--- config.mk ---
export PLATFORM = sky130hd
export DESIGN_NAME = l1_lru_manager_flat
export DESIGN_NICKNAME = d
export VERILOG_FILES = /design/src/rtl/l1_pkg.sv /design/src/rtl/l1_lru_manager_if.sv /design/src/rtl/l1_lru_state_ram.sv /design/src/rtl/l1_lru_manager.sv /design/src/flat_wrapper.sv
export SDC_FILE = /design/constraint.sdc
export NUM_CORES = 1
export LEC_CHECK = 0
export ABC_AREA = 0
export CORE_UTILIZATION = 35
export DETAILED_ROUTE_END_ITERATION = 16
export DONT_BUFFER_PORTS = 1
export SYNTH_ARGS = -nofsm -noshare
export SYNTH_HDL_FRONTEND = slang
export SYNTH_SLANG_ARGS = --single-unit
--- constraint.sdc ---
create_clock -name clk -period 6.8 [get_ports clk]
set_input_delay 1.36 -clock clk [delete_from_list [all_inputs] [get_ports clk]]
set_output_delay 1.36 -clock clk [all_outputs]
set_load 0.02 [all_outputs]
--- src/rtl/l1_pkg.sv ---
// Shared L1 cache constants and tree-PLRU helper functions.
// Leaves of the tree are ways in index order; node n has children 2n+1 and 2n+2.
package l1_pkg;
    localparam int WAY_NUM    = 4;
    localparam int SET_NUM    = 64;
    localparam int IDX_WIDTH  = $clog2(SET_NUM);
    localparam int WAY_IDX_W  = $clog2(WAY_NUM);
    localparam int TREE_DEPTH = WAY_IDX_W;

    typedef logic [WAY_NUM-2:0]   plru_t;
    typedef logic [WAY_NUM-1:0]   way_vect_t;
    typedef logic [IDX_WIDTH-1:0] idx_t;

    // Lowest set bit wins if the vector is not one-hot.
    function automatic logic [WAY_IDX_W-1:0] one_hot_num(way_vect_t vect);
        logic [WAY_IDX_W-1:0] num;
        num = '0;
        for (int i = WAY_NUM - 1; i >= 0; i--)
            if (vect[i]) num = WAY_IDX_W'(i);
        return num;
    endfunction

    function automatic way_vect_t plru_victim(plru_t state);
        int    node;
        plru_t tmp;
        node = 0;
        for (int lvl = 0; lvl < TREE_DEPTH; lvl++) begin
            tmp  = state >> node;
            node = tmp[0] ? 2 * node + 2 : 2 * node + 1;
        end
        return way_vect_t'(1) << (node - (WAY_NUM - 1));
    endfunction

    // Walk from the leaf to the root, pointing each node away from the touched way.
    function automatic plru_t plru_update(plru_t state, way_vect_t way_onehot);
        plru_t s;
        int    node;
        int    parent;
        s    = state;
        node = int'(one_hot_num(way_onehot)) + WAY_NUM - 1;
        for (int lvl = 0; lvl < TREE_DEPTH; lvl++) begin
            parent = (node - 1) / 2;
            if (node % 2 == 1)
                s = s | (plru_t'(1) << parent);
            else
                s = s & ~(plru_t'(1) << parent);
            node = parent;
        end
        return s;
    endfunction
endpackage

--- src/rtl/l1_lru_manager_if.sv ---
// Lookup/analysis bus between the L1 controller and the replacement manager.
interface l1_lru_manager_if;
    import l1_pkg::*;

    logic      req;
    idx_t      idx;
    logic      ready;
    way_vect_t tag_cmp_vect;
    way_vect_t ld_val_vect;
    logic      hit;
    logic      evict_val;
    way_vect_t way_vect;

    modport master (
        output req, idx, tag_cmp_vect, ld_val_vect,
        input  ready, hit, evict_val, way_vect
    );

    modport slave (
        input  req, idx, tag_cmp_vect, ld_val_vect,
        output ready, hit, evict_val, way_vect
    );
endinterface

--- src/rtl/l1_lru_state_ram.sv ---
// Per-set PLRU state array: one synchronous read port, one write port.
// A same-cycle write to the read address is forwarded to the read data.
module l1_lru_state_ram
    import l1_pkg::*;
(
    input  logic  clk,
    input  logic  rst_n,
    input  logic  rd_en,
    input  idx_t  rd_addr,
    output plru_t rd_data,
    input  logic  wr_en,
    input  idx_t  wr_addr,
    input  plru_t wr_data
);
    plru_t mem [SET_NUM];

    always_ff @(posedge clk) begin
        if (wr_en)
            mem[wr_addr] <= wr_data;
    end

    always_ff @(posedge clk or negedge rst_n) begin
        if (!rst_n)
            rd_data <= '0;
        else if (rd_en)
            rd_data <= (wr_en && (wr_addr == rd_addr)) ? wr_data : mem[rd_addr];
    end
endmodule

--- src/rtl/l1_lru_manager.sv ---
// L1 replacement manager: hit detection, fill/victim way selection and tree-PLRU upkeep.
// Stage 1 reads the set state; stage 2 decides combinationally and writes the state back.
module l1_lru_manager
    import l1_pkg::*;
(
    input logic             clk,
    input logic             rst_n,
    l1_lru_manager_if.slave bus
);
    logic      req_r;
    idx_t      idx_r;
    logic      ready_r;
    idx_t      init_cnt;
    logic      accept;
    plru_t     state_r;
    way_vect_t hv;
    way_vect_t inval;
    way_vect_t way_sel;
    logic      hit_c;
    logic      evict_c;
    logic      wr_en;
    idx_t      wr_addr;
    plru_t     wr_data;

    assign accept = bus.req & ready_r;

    always_ff @(posedge clk or negedge rst_n) begin
        if (!rst_n) begin
            req_r    <= 1'b0;
            idx_r    <= '0;
            ready_r  <= 1'b0;
            init_cnt <= '0;
        end else begin
            req_r <= accept;
            if (accept)
                idx_r <= bus.idx;
            if (!ready_r) begin
                init_cnt <= init_cnt + idx_t'(1);
                if (init_cnt == idx_t'(SET_NUM - 1))
                    ready_r <= 1'b1;
            end
        end
    end

    always_comb begin
        hv      = bus.tag_cmp_vect & bus.ld_val_vect;
        inval   = ~bus.ld_val_vect;
        hit_c   = 1'b0;
        evict_c = 1'b0;
        way_sel = '0;
        if (req_r) begin
            if (|hv) begin
                hit_c   = 1'b1;
                way_sel = hv & (-hv);
            end else if (|inval) begin
                way_sel = inval & (-inval);
            end else begin
                way_sel = plru_victim(state_r);
                evict_c = 1'b1;
            end
        end
    end

    // The init sweep owns the write port until ready; afterwards only stage 2 writes.
    assign wr_en   = ~ready_r | req_r;
    assign wr_addr = ready_r ? idx_r : init_cnt;
    assign wr_data = ready_r ? plru_update(state_r, way_sel) : '0;

    l1_lru_state_ram u_state_ram (
        .clk     (clk),
        .rst_n   (rst_n),
        .rd_en   (accept),
        .rd_addr (bus.idx),
        .rd_data (state_r),
        .wr_en   (wr_en),
        .wr_addr (wr_addr),
        .wr_data (wr_data)
    );

    assign bus.ready     = ready_r;
    assign bus.hit       = hit_c;
    assign bus.evict_val = evict_c;
    assign bus.way_vect  = way_sel;
endmodule

--- src/flat_wrapper.sv ---
// flat-port wrapper written by rule: the top's interface ports become plain ports
module l1_lru_manager_flat import l1_pkg::*;
  (clk, rst_n, bus_req, bus_idx, bus_tag_cmp_vect, bus_ld_val_vect, bus_ready, bus_hit, bus_evict_val, bus_way_vect);
  l1_lru_manager_if bus_i ();
  input logic clk;
  input logic rst_n;
  input wire logic [$bits(bus_i.req)-1:0] bus_req;
  input wire logic [$bits(bus_i.idx)-1:0] bus_idx;
  input wire logic [$bits(bus_i.tag_cmp_vect)-1:0] bus_tag_cmp_vect;
  input wire logic [$bits(bus_i.ld_val_vect)-1:0] bus_ld_val_vect;
  output wire logic [$bits(bus_i.ready)-1:0] bus_ready;
  output wire logic [$bits(bus_i.hit)-1:0] bus_hit;
  output wire logic [$bits(bus_i.evict_val)-1:0] bus_evict_val;
  output wire logic [$bits(bus_i.way_vect)-1:0] bus_way_vect;
  assign bus_i.req = bus_req;
  assign bus_i.idx = bus_idx;
  assign bus_i.tag_cmp_vect = bus_tag_cmp_vect;
  assign bus_i.ld_val_vect = bus_ld_val_vect;
  assign bus_ready = bus_i.ready;
  assign bus_hit = bus_i.hit;
  assign bus_evict_val = bus_i.evict_val;
  assign bus_way_vect = bus_i.way_vect;
  l1_lru_manager u_core (.clk(clk), .rst_n(rst_n), .bus(bus_i));
endmodule
==> impl_metrics.csv <==
group,metric,value,unit
power,max-vdd-ir-drop,0.142,mV
final_layout,diodes,0,
power,power_density,248,mW/mm^2
detailed_routing,vias,4992,
setup_path,r2r_start,"u_core.u_state_ram.rd_data[0]",
floorplan,start_util,35.7,%
synth,synth_common_cells,"edfxtp_1, nor2_1, mux4_2, nand2_1, dfrtp_1",
synth,ys_async_sr_fraction,8.13,%
synth,yosysMostFrequentCell,"edfxtp_1",
sta,rsz0062_at_grt,"false",
synth,syn_area,0.00931,sq mm
run,max-cap-violations,0,
setup_path,end_kind,"register",
placement,gp_congestion,0.832,
synth,synth-edff-count,192,
status,status,"finished clean",
final_layout,drive_above_1_share,18.8,%
power,comb_power_share,1.1,%
setup_path,reg2reg_setup_slack,1.31,ns
synth,synth_top_area_share,62.0,%
clock_network,clock-sinks,209,
synth,synth_seq_cells,209,
detailed_routing,wl,19400,microns
setup_path,endpoint,"u_core.u_state_ram.mem[17][0]",
synth,synth_seq_area_share,66.5,%
setup_path,cp.required,7.01,ns
synth,synth.avg_cell_area,16.4,sq um
setup_path,critical_path_arrival,6.07,ns
detailed_routing,routed_via_density,5.42,
setup_path,crit_chain,"and4b_1 -> o2111a_1 -> o21ai_4 -> inv_2 -> nor2_1 -> ha_1 -> nand2_1 -> nor2_1 -> ha_1 -> and2_1 -> a21boi_1 -> nand4b_1 -> o221ai_1 -> a21oi_1 -> nor2_1 -> ha_1 -> a22oi_1 -> nor3_1 -> nor4_2 -> nand3_1 -> mux2i_4 -> buf_12",
sta,setup_viol,0,
synth,ys_types,57,
floorplan,ios,24,
power,pwr-share-seq,54.0,%
synth,synth_ff_type,"edfxtp_1",
sta,slew_violations,0,
final_layout,post-route-util,39.7,%
setup_path,worstSetupPathType,"input pin to register",
sta,holdWs,0.500,ns
floorplan,rows,59,
detailed_routing,antenna_left,0,
power,power,2.56,mW
clock_network,cts_tree,"done",
power,power_leakage,3.08,nW
sta,final-hold-violation-count,0,
clock_network,post_cts.repair.setup_buffers,0,
placement,dp_hpwl,12400,microns
power,power.share.clock,44.9,%
power,internal-power,2.08,mW
clock_network,cts-root-buf,"clkbuf_16",
placement,port-buffer-count,0,
clock_network,cts_buffers,22,
final_layout,num-fill-cells,2356,
clock_network,clk_pin_slew,0.06,ns
floorplan,die_w,165,microns
worst_hold_path,worstHoldPathType,"register to register",
sta,skew,0.0229,ns
synth,synth_top_area_cell,"edfxtp_1",
setup_path,max_stage_delay,0.37,ns
floorplan,die_y,165,microns
sta,min_period_over_period,86.3,%
setup_path,cp-start-kind,"input pin",
final_layout,nets,595,
grt,overflow,0,
grt,antenna_found_initial,0,
detailed_routing,drt_iter0_markers,470,
detailed_routing,wl_per_cell,21.1,microns
sta,max_freq,170,MHz
setup_path,r2r-end,"u_core.u_state_ram.mem[17][0]",
setup_path,reg2regPathDepth,22,
floorplan,core_area,0.0261,sq mm
synth,synth_nets,592,
synth,ys_top_cells_by_area,"edfxtp_1, mux4_2, dfrtp_1",
power,switching_share,18.8,%
synth,synthCells,567,
grt,grt_first_pass_wirelength,30100,microns
grt,grt_max_degree,65,
floorplan,die_area,0.0272,sq mm
detailed_routing,drt-pass1-iter-count,5,
clock_network,cts_max_level,1,
clock_network,ctsHoldBuffers,0,
grt,gr-usage-all-layers,14.9,%
power,p_sw,481,uW
sta,maxSlewHeadroom,21.5,%
clock_network,cts_resized,0,
setup_path,critPathSlowestCell,"a21boi_1",
grt,grt_pass1_vias,5233,
clock_network,clockBufferDepth,3,
sta,fin_tns_setup,0,ns
final_layout,syn2layout_area_growth,11.1,%
detailed_routing,drc,0,
setup_path,startpoint,"bus_ld_val_vect[3]",
clock_network,clk-insertion-delay-late,0.51,ns
synth,ys_warn_count,0,
sta,fin_crit,5.87,ns
setup_path,cp_max_fo,64,
sta,tightest_slew,1.18,ns
==> metal layers <==
| layer | vias up | wire, microns | track usage, % | share of wire [%] |
|---|---|---|---|---|
| met4 | 0 | 617 | 5.30 | 3.2 |
| met3 | 44 | 1110 | 2.80 | 5.7 |
| met1 | 2550 | 8360 | 19.7 | 43 |
| li1 | 2232 | - | - | - |
| met2 | 166 | 9360 | 24.5 | 48 |
| met5 | - | 0 | 0 | 0 |
==> layout by cell type (no fill, tap or decap), types with 3 or more instances in the layout <==
| cell type | instances |
|---|---|
| edfxtp_1 | 192 |
| nor2_1 | 79 |
| mux4_2 | 61 |
| nand2_1 | 34 |
| clkbuf_16 | 22 |
| dfrtp_1 | 17 |
| a21oi_1 | 14 |
| inv_1 | 10 |
| nand3_1 | 10 |
| xnor2_1 | 9 |
| xor2_1 | 8 |
| ha_1 | 8 |
| o21ai_0 | 7 |
| nor2b_1 | 7 |
| mux2_2 | 7 |
| clkbuf_1 | 7 |
| nand2b_1 | 6 |
| and2_1 | 5 |
| nor3_1 | 5 |
| mux2i_1 | 5 |
| o221ai_1 | 4 |
| clkinv_1 | 4 |
| a21o_1 | 3 |
| nand4_1 | 3 |
| o211ai_1 | 3 |
| a22oi_1 | 3 |
| o21bai_1 | 3 |
| o21ai_1 | 3 |
| a211oi_1 | 3 |
| buf_4 | 3 |
==> per-stage QoR <==
step,std cells,setup WS [ns],area (sq um)
floorplan,567,0.127,9310
global placement,881,0.711,9640
detailed placement,881,0.549,9640
CTS,921,1.06,10300
global route,921,0.628,10300
finish,921,0.934,10300
==> critical path, delay by kind of cell <==
family	cells	cell delay [ns]
muxes	1	0.23
AOI/OAI and AO/OA	6	1.41
buffers and inverters	2	0.38
and+or+nand+nor	10	1.82
adders and majority gates	3	0.82
==> worst min-delay path by stage <==
stage,startpoint,endpoint,cells after the start
floorplan,u_core.init_cnt[3],u_core.init_cnt[3],1
global placement,u_core.init_cnt[3],u_core.init_cnt[3],1
detailed placement,u_core.init_cnt[4],u_core.init_cnt[4],1
CTS,u_core.init_cnt[4],u_core.init_cnt[4],1
global route,u_core.init_cnt[4],u_core.init_cnt[4],1
finish,u_core.init_cnt[4],u_core.init_cnt[4],1
==> kinds of logic after synthesis <==
family / synth area share [%]
buffers and inverters: 1.92
and+or+nand+nor: 7.58
DFF: 66.5
adders and majority gates: 1.08
AOI/OAI and AO/OA: 5.04
xor gates and xnor gates: 1.60
muxes: 16.3
==> flip-flops by register name, indices dropped and copies added, names as in the netlist <==
signal,flops
u_core.bus.ready,1
u_core.idx_r,6
u_core.init_cnt,6
u_core.req_r,1
u_core.u_state_ram.mem,192
u_core.u_state_ram.rd_data,3
==> power by group through the flow <==
stage	Sequential [mW]	Clock, mW	Combinational (mW)
detailed placement	1.41	0	0.0274
global route	1.38	1.22	0.0288
finish	1.38	1.15	0.0269
global placement	1.41	0	0.0268
CTS	1.38	1.17	0.0274
floorplan	1.41	0	0.0428
==> area by class of cell <==
type	count	area, sq um	area share, %
inverter	11	41.3	0.399
sequential	209	6190	59.9
clock buffer	29	577	5.58
clock inverter	11	118	1.14
tap	335	419	4.05
timing repair buffer	4	42.5	0.412
multi-input combinational	322	2950	28.5
Power figures use the tool's default switching activity.
